### src/rtl/rtc_time_writer.sv
// Writes a captured BCD time (sec, min, hour) plus a transfer command to an external RTC
// over a multiplexed address/data bus, one four-transaction sequence per start pulse.
module rtc_time_writer #(
  parameter int unsigned PULSE_CYC = 10,
  parameter int unsigned GAP_CYC   = 10,
  parameter logic [7:0]  SEC_ADDR  = 8'h21,
  parameter logic [7:0]  MIN_ADDR  = 8'h22,
  parameter logic [7:0]  HOUR_ADDR = 8'h23,
  parameter logic [7:0]  CMD_ADDR  = 8'hF1,
  parameter logic [7:0]  CMD_DATA  = 8'h00
) (
  input  logic       clk,
  input  logic       reset,
  input  logic       start,
  input  logic [7:0] HC,
  input  logic [7:0] MC,
  input  logic [7:0] SC,
  input  logic       AmPm,
  input  logic       format,
  output logic       busy,
  output logic       done,
  output logic       cs_n,
  output logic       wr_n,
  output logic       rd_n,
  output logic       ad_sel,
  output logic       ad_oe,
  output logic [7:0] ad_out
);

  localparam int unsigned CMAX = (PULSE_CYC > GAP_CYC) ? PULSE_CYC : GAP_CYC;
  localparam int CW = $clog2(CMAX + 1);
  localparam logic [CW-1:0] PULSE_LAST = CW'(PULSE_CYC - 1);
  localparam logic [CW-1:0] GAP_LAST   = CW'(GAP_CYC - 1);

  typedef enum logic [2:0] {IDLE, ADDR, AGAP, DATA, DGAP, DONE} state_t;

  state_t        state;
  logic [1:0]    idx;
  logic [CW-1:0] cnt;
  logic [7:0]    sec_q;
  logic [7:0]    min_q;
  logic [7:0]    hour_q;

  function automatic logic [7:0] addr_of(input logic [1:0] i);
    case (i)
      2'd0:    addr_of = SEC_ADDR;
      2'd1:    addr_of = MIN_ADDR;
      2'd2:    addr_of = HOUR_ADDR;
      default: addr_of = CMD_ADDR;
    endcase
  endfunction

  function automatic logic [7:0] data_of(input logic [1:0] i, input logic [7:0] s,
                                         input logic [7:0] m, input logic [7:0] h);
    case (i)
      2'd0:    data_of = s;
      2'd1:    data_of = m;
      2'd2:    data_of = h;
      default: data_of = CMD_DATA;
    endcase
  endfunction

  assign rd_n = 1'b1;

  // Sequencer: every output is registered and set on the edge that enters its state.
  always_ff @(posedge clk) begin
    if (reset) begin
      state  <= IDLE;
      idx    <= 2'd0;
      cnt    <= '0;
      sec_q  <= 8'h00;
      min_q  <= 8'h00;
      hour_q <= 8'h00;
      busy   <= 1'b0;
      done   <= 1'b0;
      cs_n   <= 1'b1;
      wr_n   <= 1'b1;
      ad_sel <= 1'b0;
      ad_oe  <= 1'b0;
      ad_out <= 8'h00;
    end else begin
      case (state)
        IDLE: begin
          done <= 1'b0;
          if (start) begin
            sec_q  <= SC;
            min_q  <= MC;
            // 12 h RTC hour register carries the PM flag in bit 7
            hour_q <= format ? {AmPm, 2'b00, HC[4:0]} : HC;
            state  <= ADDR;
            idx    <= 2'd0;
            cnt    <= '0;
            busy   <= 1'b1;
            cs_n   <= 1'b0;
            wr_n   <= 1'b0;
            ad_sel <= 1'b0;
            ad_oe  <= 1'b1;
            ad_out <= SEC_ADDR;
          end
        end
        ADDR: begin
          if (cnt == PULSE_LAST) begin
            state <= AGAP;
            cnt   <= '0;
            cs_n  <= 1'b1;
            wr_n  <= 1'b1;
          end else begin
            cnt <= cnt + CW'(1);
          end
        end
        AGAP: begin
          if (cnt == GAP_LAST) begin
            state  <= DATA;
            cnt    <= '0;
            cs_n   <= 1'b0;
            wr_n   <= 1'b0;
            ad_sel <= 1'b1;
            ad_out <= data_of(idx, sec_q, min_q, hour_q);
          end else begin
            cnt <= cnt + CW'(1);
          end
        end
        DATA: begin
          if (cnt == PULSE_LAST) begin
            state <= DGAP;
            cnt   <= '0;
            cs_n  <= 1'b1;
            wr_n  <= 1'b1;
          end else begin
            cnt <= cnt + CW'(1);
          end
        end
        DGAP: begin
          if (cnt == GAP_LAST) begin
            cnt <= '0;
            if (idx == 2'd3) begin
              state  <= DONE;
              idx    <= 2'd0;
              busy   <= 1'b0;
              done   <= 1'b1;
              cs_n   <= 1'b1;
              wr_n   <= 1'b1;
              ad_sel <= 1'b0;
              ad_oe  <= 1'b0;
              ad_out <= 8'h00;
            end else begin
              state  <= ADDR;
              idx    <= idx + 2'd1;
              cs_n   <= 1'b0;
              wr_n   <= 1'b0;
              ad_sel <= 1'b0;
              ad_out <= addr_of(idx + 2'd1);
            end
          end else begin
            cnt <= cnt + CW'(1);
          end
        end
        DONE: begin
          state <= IDLE;
          done  <= 1'b0;
        end
        default: begin
          state  <= IDLE;
          idx    <= 2'd0;
          cnt    <= '0;
          busy   <= 1'b0;
          done   <= 1'b0;
          cs_n   <= 1'b1;
          wr_n   <= 1'b1;
          ad_sel <= 1'b0;
          ad_oe  <= 1'b0;
          ad_out <= 8'h00;
        end
      endcase
    end
  end

endmodule
### config.mk
export PLATFORM = sky130hd
export DESIGN_NAME = rtc_time_writer
export DESIGN_NICKNAME = d
export VERILOG_FILES = /design/src/rtl/rtc_time_writer.sv
export SDC_FILE = /design/constraint.sdc
export NUM_CORES = 1
export LEC_CHECK = 0
export BUFFER_PORTS_ARGS = -buffer_cell sky130_fd_sc_hd__clkbuf_2
export CORE_MARGIN = 5
export CORE_UTILIZATION = 54
export CTS_CLUSTER_SIZE = 40
export DETAILED_ROUTE_END_ITERATION = 7
export PLACE_DENSITY = 0.81
export SLEW_MARGIN = 20
export SYNTH_ARGS = -nofsm -noshare
export SYNTH_HDL_FRONTEND = slang
export SYNTH_SLANG_ARGS = --single-unit
export TNS_END_PERCENT = 30
### constraint.sdc
create_clock -name clk -period 2 [get_ports clk]
set_input_delay 0.4 -clock clk [delete_from_list [all_inputs] [get_ports clk]]
set_output_delay 0.4 -clock clk [all_outputs]
set_load 0.03 [all_outputs]
======== Word level (Yosys, flattened, before mapping) ========
Index checks and enable logic that the tools add are counted.
W data, S select, Z words.
storage, ports and cells
  output and inout bits ................... 15
  input bits .............................. 29
  logic and storage cells ................. 87
  register bits after elaboration ......... 45
cells by class
  equal/unequal tests ..................... 18
  add/sub/neg operators ................... 2
  muxes and demuxes ....................... 36
  reductions and logical operators ........ 16
  bitwise logic cells ..................... 4
operator list
  cell                   count
  $pmux W8 S3            2
  $mux W8                5
  $pmux W8 S4            1
  $mux W3                6
  $pmux W3 S5            1
  $ne A2 B2 Y1 const B   6
  $pmux W4 S3            1
  $mux W1                10
  $reduce_and A5 Y1      2
  $mux W4                2
  $reduce_and A4 Y1      2
  $reduce_or A4 Y1       2
  $eq A2 B2 Y1 const B   3
  $eq A3 B2 Y1 const B   2
  $eq A3 B3 Y1 const B   2
  $mux W2                3
  $pmux W2 S3            1
  $reduce_and A3 Y1      2
  $reduce_or A3 Y1       2
  $pmux W1 S5            1
  $add A4 B1 Y4 const B  1
  $eq A2 B1 Y1 const B   2
  $eq A4 B4 Y1 const B   1
  $logic_not A2 Y1       2
  10 further kinds       14

======== Depth between registers and ports, before layout ========
  word-level depth ........................ 6
  gate-level depth with buffers ........... 7
  mapped depth without buffers ............ 6

======== Worst setup path before layout ========
OpenSTA, ideal clock, no wires.
  path type ............................... reg2reg
  start point ............................. register idx[0]
  end point ............................... register ad_out[2]
  data arrival time ....................... 1.517 ns
  path slack .............................. 0.382 ns
  clock period less this slack ............ 1.618 ns
  required time ........................... 1.899 ns
  path buffers ............................ 1
  cell stages (with the launch flop) ...... 7
  setup time .............................. 0.101 ns
  path through ............................ dfxtp_1 -> ha_1 -> or4b_1 -> clkbuf_1 -> nor3_1 -> o21ai_0 -> o41ai_1
on the way
  longest elaborated chain between the ends .. 4
  elaborated cells on any way between the ends .. 9
  classes of those cells .................. eq/ne: 3; mux: 5; reduce/logical: 1
ends and longest elaborated chain
  element                                 line      source
  start: declaration                      38        logic [1:0] idx;
  start signal: assignment                148       idx <= idx + 2'd1;
  $eq A2 B2 Y1 (tied with other cells)    55        case (i)
  $pmux W8 S3 or $mux W8 (tied branches)  55, 136
  $mux W8 (on tied branches)              112, 134
  $pmux W8 S4 (*)                         82        case (state)
  end signal: assignment                  118       ad_out <= data_of(idx, sec_q, min_q, hour_q);
  end signal: assignment                  152       ad_out <= addr_of(idx + 2'd1);
  end: declaration                        27        output logic [7:0] ad_out
Every way passes the cells marked *; elsewhere a longest branch is shown, timed or not. The select of a mux whose other input is x is not followed.
A chain may end at the register's enable or synchronous reset.

======== Worst setup path in the final report ========
Ends and elaborated chain as after synthesis.

==> tab_implementation.tex <==
\begin{tabular}{lr}
\hline
Metric & Value \\
\hline
\multicolumn{2}{l}{\textbf{STA}} \\
Shortest clock period the worst path allows after layout & around 1.8 ns \\
Max frequency & between 500 and 600 MHz \\
Final period utilization & around nine tenths \\
Unrepaired setup endpoints after global routing & false \\
Final Hold Viols & 0 \\
Number of max-slew violations in the final report & 0 \\
Final setup violation count & 0 \\
Worst-case clock skew & around 0.0047 ns \\
Worst hold slack & roughly 0.31 ns \\
Setup TNS Final & 0 ns \\
\multicolumn{2}{l}{\textbf{Detailed routing}} \\
First DRT Iteration DRCs & 142 \\
Number of nets still failing antenna checks after routing & 0 \\
First-pass iteration count of the detailed router & 7 \\
WL/cell & 14.1 um \\
DRC violations left & 0 \\
Post-DR vias/cell & $\sim$5.6 \\
WL final & 4740 um \\
Routed vias & about 1,900 \\
\multicolumn{2}{l}{\textbf{Yosys}} \\
Syn Inst Count & between 200 and 300 \\
Register area share after synthesis & roughly 42\% \\
Dominant synthesized flop cell & sky130\_fd\_sc\_hd\_\_dfxtp\_1 \\
XOR/XNOR Fraction of Synth Area & less than 1\% \\
Fraction of registers with async set or reset after synthesis & 0\% \\
Mean Syn Cell Area & around 8.5 um\^{}2 \\
Yosys reg bits & between 40 and 50 \\
Cell variety after synth & 45 \\
Cell Area, Synth & approximately 0.0021 mm\^{}2 \\
Net Count, Synth & about 290 \\
Mux share of post-synthesis cell area & around 1.4\% \\
Simple-gate share of the synthesized area & between 20\% and 30\% \\
Yosys warning total & 0 \\
Arithmetic-cell share of the synthesized area counting full adders, half adders and majority gates & 3.54\% \\
Number of synthesized flops with an enable pin & 0 \\
Main combinational cell family by area after synthesis & compound AO/OA/AOI/OAI gates \\
Synthesized-area fraction occupied by ao, oa, aoi and oai cells & between 20\% and 30\% \\
\multicolumn{2}{l}{\textbf{Critical path}} \\
Startpoint type of the worst setup path & register \\
Critical path start-end classification & reg -> reg \\
Critical Path Sink Type & register \\
Required time at the worst-slack endpoint & roughly 2.2 ns \\
Path depth of the worst reg2reg path & 5 \\
Data arrival, critical path & 2.02 ns \\
Largest driver fanout on the critical path & 8 \\
\multicolumn{2}{l}{\textbf{Floorplanning}} \\
Core box area & 0.00374 mm\^{}2 \\
Number of top-level pins & 44 \\
Initial core utilization & approximately 57\% \\
Die Area & 0.00528 mm\^{}2 \\
Site Rows & 22 \\
Die span in x & $\sim$73 um \\
Die H & 72.7 um \\
\multicolumn{2}{l}{\textbf{Run status}} \\
Run status & completed \\
\multicolumn{2}{l}{\textbf{CTS}} \\
Clk root buf & sky130\_fd\_sc\_hd\_\_clkbuf\_8 \\
CTS tree & yes \\
Gates resized, CTS repair & 0 \\
Setup Buffers After CTS & 0 \\
TritonCTS Buffers & 5 \\
Number of H-tree branching levels & 2 \\
Clock Tree Buf Depth & 2 \\
Clock-pin slew on the worst setup and hold paths & 0.08 ns \\
Clock tree sinks & between 40 and 50 \\
Latest clock arrival within the worst-skew pair & 0.30 ns \\
Number of buffers added to fix hold violations after cts & 0 \\
\multicolumn{2}{l}{\textbf{Min path}} \\
Hold path cells & 3 \\
Path category of the worst min-delay check & in -> reg \\
\multicolumn{2}{l}{\textbf{Finish}} \\
Layout overhead on the synthesized area & 14.9\% \\
Most frequent standard cell in the layout excluding fill and tap cells & sky130\_fd\_sc\_hd\_\_nand2\_1 \\
Most frequent cells in the layout & sky130\_fd\_sc\_hd\_\_nand2\_1 (49), sky130\_fd\_sc\_hd\_\_dfxtp\_1 (45), sky130\_fd\_sc\_hd\_\_clkbuf\_2 (42), sky130\_fd\_sc\_hd\_\_a21oi\_1 (27), sky130\_fd\_sc\_hd\_\_nor2\_1 (12) \\
Share of layout cells above drive strength 1 & between 20\% and 30\% \\
Final core utilization & around 65\% \\
Final \#Nets & about 320 \\
Area occupied by registers & approximately 900 um\^{}2 \\
\# fillers & approximately 360 \\
Area taken by multi-input logic gates & about 0.0011 mm\^{}2 \\
Number of diodes added for antenna fixing & 0 \\
\multicolumn{2}{l}{\textbf{GRT}} \\
Initial antenna violation count & 0 \\
Pin count of the biggest net entering global routing & 25 \\
Overall overflow remaining after global route & 0 \\
Vias in the first global route & 1,715 \\
All-Layer GR Usage & a little under a fifth \\
First-pass GRT wire length & 7880 um \\
\multicolumn{2}{l}{\textbf{Place}} \\
Global placement routability congestion & 0.849 \\
Count of input and output buffers & 42 \\
Final HPWL from detailed placement & approximately 3500 um \\
\multicolumn{2}{l}{\textbf{Pwr}} \\
VDD IR-drop max & $\sim$0.00044 V \\
Cell Pwr Density & a little over 700 mW/mm\^{}2 \\
Leakage power & 0.00103 uW \\
\multicolumn{2}{l}{\textbf{Job}} \\
Number of maximum-capacitance constraint violations & 0 \\
\hline
\end{tabular}
-- final cells by class --
type / instances / area share [%]
clock buffers: 5 / 2.82
repair buffers: 51 / 11.4
flip-flops and latches: 45 / 37.0
inverters: 8 / 1.23
multi-input cells: 176 / 44.2
well taps: 48 / 2.47
clock inverters: 3 / 0.873
-- stage by stage --
stage                     total power [uW]  area (um^2)  instances  setup slack, ns
after floorplan                       1160         2120        250            0.382
after global placement                1230         2350        328            0.236
after detailed placement              1240         2350        328            0.219
after CTS                             1790         2440        336            0.191
after global routing                  1870         2440        336           0.0469
final                                 1770         2440        336            0.182
-- synthesized netlist by cell type (all sizes together) (2+ instances only) --
library cell,instances,area share [%]
nand2,49,8.7
dfxtp,45,42
a21oi,30,7.6
buf,14,4.1
nor2,12,2.1
o21ai,12,2.8
nor3,9,2.4
a222oi,8,3.8
inv,8,1.4
clkbuf,7,1.2
a22o,6,2.5
ha,6,3.5
and3,3,0.89
mux2i,3,1.4
nand3,3,0.71
nor3b,3,1.1
a211oi,2,0.71
and4b,2,0.94
nand2b,2,0.59
o21a,2,0.71
o21bai,2,0.71
o32ai,2,0.83
o41ai,2,0.83
or3b,2,0.83
or4b,2,1.1
xor2,2,0.83
-- cell families after synthesis --
family / count (synthesis)
muxes: 3
adders and majority gates: 6
buffers and inverters: 29
other: 1
DFF: 45
xor gates and xnor gates: 2
AOI/OAI and AO/OA: 72
and+or+nand+nor: 92
-- final timing paths --
path                                 from   endpoint  slack, ns
worst min-delay path                HC[0]  hour_q[0]       0.31
worst max register to register     idx[0]  ad_out[2]       0.18
worst min register to register  ad_out[2]  ad_out[2]       0.46
worst max-delay path               idx[0]  ad_out[2]       0.18
-- flip-flops by register name (all words and copies together), names as in the netlist --
| register | cells |
|---|---|
| ad_sel | 1 |
| done | 1 |
| cnt | 4 |
| state | 3 |
| wr_n | 1 |
| ad_oe | 1 |
| idx | 2 |
| min_q | 8 |
| hour_q | 8 |
| sec_q | 8 |
| ad_out | 8 |
-- per-layer routing --
metal	GRT usage, %	routed length, um	vias to the layer above
met5	0	0	-
met4	6.56	73	0
met3	4.68	291	7
met2	29.0	2140	53
met1	25.5	2240	854
li1	-	-	959
-- report_power, final --
group / switching [uW] / internal [uW] / leakage (uW)
registers: 32.6 / 940 / 0.000368
clock network: 309 / 248 / 0.0000445
logic: 146 / 97.3 / 0.000617
total: 487 / 1280 / 0.00103
-- critical path: stages (launching register included) --
cell and delay (ns):
sky130_fd_sc_hd__dfxtp_1 0.37, sky130_fd_sc_hd__ha_1 0.30, sky130_fd_sc_hd__or4b_1 0.63, sky130_fd_sc_hd__nor3_1 0.24, sky130_fd_sc_hd__o21ai_0 0.11, sky130_fd_sc_hd__o41ai_1 0.07
(Power assumes the default switching activity.)
